`config.mk`:
```
export PLATFORM = sky130hd
export DESIGN_NAME = serial_sub_ctrl
export DESIGN_NICKNAME = d
export VERILOG_FILES = /design/src/rtl/serial_sub_ctrl.sv
export SDC_FILE = /design/constraint.sdc
export NUM_CORES = 1
export LEC_CHECK = 0
export ABC_AREA = 1
export BUFFER_PORTS_ARGS = -buffer_cell sky130_fd_sc_hd__buf_2
export CORE_ASPECT_RATIO = 0.7
export CORE_UTILIZATION = 59
export DETAILED_ROUTE_END_ITERATION = 12
export PLACE_DENSITY = 0.83
export REMOVE_ABC_BUFFERS = 1
export SLEW_MARGIN = 10
export SYNTH_ARGS = -nofsm -noshare
export SYNTH_HDL_FRONTEND = slang
export SYNTH_SLANG_ARGS = --single-unit
```
`constraint.sdc`:
```
create_clock -name clk -period 2.2 [get_ports clk]
set_input_delay 0.22 -clock clk [delete_from_list [all_inputs] [get_ports clk]]
set_output_delay 0.22 -clock clk [all_outputs]
set_load 0.05 [all_outputs]
```
`src/rtl/serial_sub_ctrl.sv`:
```
// Bit-serial subtractor: one full subtractor (two half subtractors plus a borrow flop)
// processes a - b LSB first, sequenced by an IDLE/RUN/DONE FSM with a start/busy/done handshake.
module serial_sub_ctrl #(
    parameter int WIDTH = 8
) (
    input  logic             clk,
    input  logic             rst_n,
    input  logic             start,
    input  logic [WIDTH-1:0] a,
    input  logic [WIDTH-1:0] b,
    output logic             busy,
    output logic             done,
    output logic [WIDTH-1:0] diff,
    output logic             borrow_out,
    output logic [1:0]       state_dbg
);

    localparam int CW = $clog2(WIDTH) + 1;

    typedef enum logic [1:0] {
        IDLE = 2'd0,
        RUN  = 2'd1,
        DONE = 2'd2
    } state_t;

    // Handshake: start is sampled only in IDLE; busy is high throughout RUN;
    // done pulses for exactly one cycle while diff/borrow_out become valid.
    state_t           state_q, state_d;
    logic [WIDTH-1:0] a_sh_q, a_sh_d;
    logic [WIDTH-1:0] b_sh_q, b_sh_d;
    logic [WIDTH-1:0] res_q, res_d;
    logic [CW-1:0]    cnt_q, cnt_d;
    logic             borrow_q, borrow_d;
    logic [WIDTH-1:0] diff_q, diff_d;
    logic             borrow_out_q, borrow_out_d;
    logic             busy_q, busy_d;
    logic             done_q, done_d;

    logic             ai, bi, d1, b1, di, b2, bout;
    logic [WIDTH-1:0] res_shift;

    always_comb begin
        ai   = a_sh_q[0];
        bi   = b_sh_q[0];
        d1   = ai ^ bi;
        b1   = ~ai & bi;
        di   = d1 ^ borrow_q;
        b2   = ~d1 & borrow_q;
        bout = b1 | b2;
        // New bit enters at the MSB so the LSB-first stream ends up in place.
        res_shift            = res_q >> 1;
        res_shift[WIDTH-1]   = di;
    end

    always_comb begin
        state_d      = state_q;
        a_sh_d       = a_sh_q;
        b_sh_d       = b_sh_q;
        res_d        = res_q;
        cnt_d        = cnt_q;
        borrow_d     = borrow_q;
        diff_d       = diff_q;
        borrow_out_d = borrow_out_q;
        busy_d       = busy_q;
        done_d       = 1'b0;
        case (state_q)
            IDLE: begin
                if (start) begin
                    state_d  = RUN;
                    a_sh_d   = a;
                    b_sh_d   = b;
                    borrow_d = 1'b0;
                    cnt_d    = '0;
                    busy_d   = 1'b1;
                end
            end
            RUN: begin
                a_sh_d   = a_sh_q >> 1;
                b_sh_d   = b_sh_q >> 1;
                res_d    = res_shift;
                borrow_d = bout;
                cnt_d    = cnt_q + CW'(1);
                if (cnt_q == CW'(WIDTH - 1)) begin
                    state_d      = DONE;
                    busy_d       = 1'b0;
                    done_d       = 1'b1;
                    diff_d       = res_shift;
                    borrow_out_d = bout;
                end
            end
            DONE: begin
                state_d = IDLE;
            end
            default: begin
                state_d = IDLE;
                busy_d  = 1'b0;
            end
        endcase
    end

    always_ff @(posedge clk or negedge rst_n) begin
        if (!rst_n) begin
            state_q      <= IDLE;
            a_sh_q       <= '0;
            b_sh_q       <= '0;
            res_q        <= '0;
            cnt_q        <= '0;
            borrow_q     <= 1'b0;
            diff_q       <= '0;
            borrow_out_q <= 1'b0;
            busy_q       <= 1'b0;
            done_q       <= 1'b0;
        end else begin
            state_q      <= state_d;
            a_sh_q       <= a_sh_d;
            b_sh_q       <= b_sh_d;
            res_q        <= res_d;
            cnt_q        <= cnt_d;
            borrow_q     <= borrow_d;
            diff_q       <= diff_d;
            borrow_out_q <= borrow_out_d;
            busy_q       <= busy_d;
            done_q       <= done_d;
        end
    end

    assign busy       = busy_q;
    assign done       = done_q;
    assign diff       = diff_q;
    assign borrow_out = borrow_out_q;
    assign state_dbg  = state_q;

endmodule

```
==> metrics.txt <==
clock latency on the worst-skew pair roughly 0.29 ns; Routed Antenna Nets 0; switching pwr approximately 1400 uW; GRT Total Usage roughly a quarter; post-synthesis cell area between 1500 and 2000 um^2; Logic pwr share a little over two fifths; clk buf depth 2; clk slew on worst S/H paths roughly 0.080 ns; Final nets about 250; routed vias/inst ~5.3; DRC Markers 0; DP Area between 1500 and 2000 um^2; Port Buffers 31; IO Count 32; final hold vios 0; area of the core ~2900 um^2; Final min period ~1.4 ns; Slew Limit Fails 0; initial antenna violation count 0; Max stage delay on crit path ~0.44 ns; commonest cells after routing, fill and taps aside nand2_1, nand3_1, dfrtp_1; Die Wd 68.80 um; TritonCTS clock tree yes; CP Class reg2reg; layout cells sized above 1 roughly 22%; Fin Clk Skew 0.009788 ns; die height 48.76 um; critical path, cell by cell inv_2 -> nor2_8 -> nand2_4 -> nand2_1 -> nand2_1; die area 3355 um^2; Setup WS pre-CTS a little under 0.9 ns; Pre-Repair DR Iteration Count 5; max cap viols 0; clk root buf clkbuf_8; Power Density roughly 1500 nW/um^2; leakage 0.001090 uW; Max VDD drop ~0.67 mV; Worst setup EP type flop; status complete, no violations; Data arrival, critical path between 1.5 and 2 ns; Hold/Removal Path Class in2async; largest net degree at the start of global routing 42; post_cts resized 0; fmax about 740 MHz; routed vias 1,396; RePlAce Congestion between 0.7 and 0.8; Setup violations, final 0; # H-tree levels 2; Pwr Total about 3100 uW; number of cell rows 16; Worst-Margin Slew between 0.8 and 0.9 ns; hold_buf cts 0; final wirelength about 3300 um; TNS Setup 0 ns; internal power between 1500 and 2000 uW; global-route wire length before repair between 5000 and 6000 um; Synth Warn # 0; worst r2r path cells 5; drt wl/cell 12.41 um; Post-CTS Setup Repair Bufs 0; Sequential Power Share a little over two fifths; crit start category flop; most frequent CP cell nand2_1; sequential element share of the synthesized area between 50% and 60%; Avg Cell Area, Syn 9.261 um^2; # diodes 0; final worst slack between 0.8 and 0.9 ns; vias in the first global route about 1.2k; grt total ovfl 0; Clk pwr share 15.0%; flops & latches, synth between 40 and 50; Final HPWL DP 2236 um; Netlist cell types 20; drt initial violations 143; final period utilization around three fifths; total CTS buffers 5; cell area after layout 2028 um^2; critical path fanouts, max 36; Max-Slew Margin vs Limit a little over two fifths; sw frac around 46%; Initial Util between 60% and 70%; commonest non-fill, non-tap cell in the layout nand2_1; Area growth syn-to-layout 10.05%; CP max-delay cell dfrtp_1; clk sinks a little over 40; Synth Instances just under 200; CP required 2.38 ns; RSZ-0062 raised after global routing false
## cell families (layout without fill, tap and decap cells)
| logic type | Yosys count | count (layout) | synth area share [%] |
|---|---|---|---|
| compound gates | 9 | 9 | 2.512 |
| fa+ha+maj | 2 | 2 | 1.765 |
| buf+inv | 22 | 52 | 7.943 |
| flops | 41 | 41 | 55.67 |
| simple gates | 125 | 125 | 32.11 |
## power by group through the flow
stage          logic [uW]  registers (uW)  clock network [uW]
4_1_cts              1360            1310                 478
6_report             1350            1310                 470
3_5_place_dp         1350            1320                   0
2_1_floorplan         678            1650                   0
3_3_place_gp         1320            1300                   0
5_1_grt              1510            1360                 511
## metal layers
layer | vias up | routed length [um] | track usage, %
met5 | - | 0 | 0
li1 | 697 | - | -
met2 | 35 | 1475 | 33.17
met3 | 7 | 158 | 6.368
met4 | 0 | 45 | 9.184
met1 | 657 | 1610 | 33.54
## sequential cells by signal, summed over array words and instances, names as in the netlist
| register | count |
|---|---|
| a_sh_q | 8 |
| borrow_out | 1 |
| state_dbg | 2 |
| cnt_q | 4 |
| busy | 1 |
| done | 1 |
| diff | 8 |
| b_sh_q | 8 |
| res_q | 7 |
| borrow_q | 1 |
## path summary, 6_finish.rpt
| kind | from | endpoint | slack, ns |
|---|---|---|---|
| worst min register to register | diff[5] | diff[5] | 0.47 |
| worst min-delay path | rst_n | res_q[6] | 0.03 |
| worst max register to register | state_dbg[0] | diff[0] | 0.84 |
| min in group clk | a[7] | a_sh_q[7] | 0.12 |
| worst max-delay path | state_dbg[0] | diff[0] | 0.84 |
| max in group asynchronous | rst_n | a_sh_q[4] | 1.63 |
## worst max-delay path, delay by kind of cell, from the launching register on
family / cells / cell delay (ns)
flops: 1 / 0.44
buf+inv: 1 / 0.10
simple gates: 4 / 0.70
## stage by stage
step                      hold WS (ns)  util [%]  std cells
after floorplan               -0.07559         -        190
after global placement          0.3811     67.49        257
after detailed placement        0.3789     67.49        257
after CTS                      0.06082     70.36        265
after global routing            0.1237     70.36        265
final                          0.02967     70.36        265
## cell usage after synthesis, drive strengths merged
cell,n,area (um^2)
a21oi,1,5.000
buf,9,97.60
dfrtp,41,1026
fa,1,20.02
ha,1,12.51
inv,13,48.80
nand2,74,300.3
nand3,45,230.2
nand3b,1,7.510
nand4,1,6.260
nor2,4,47.55
o21ai,7,35.03
o22ai,1,6.260
## cell type report
type,count,area [um^2]
Clock inverter,2,10.01
Fill cell,239,854.6
Timing Repair Buffer,31,155.1
Sequential cell,41,1026
Clock buffer,6,72.57
Multi-Input combinational cell,136,670.6
Inverter,13,48.80
Tap cell,36,45.04
Note: power is estimated with default switching activity, not from simulation.
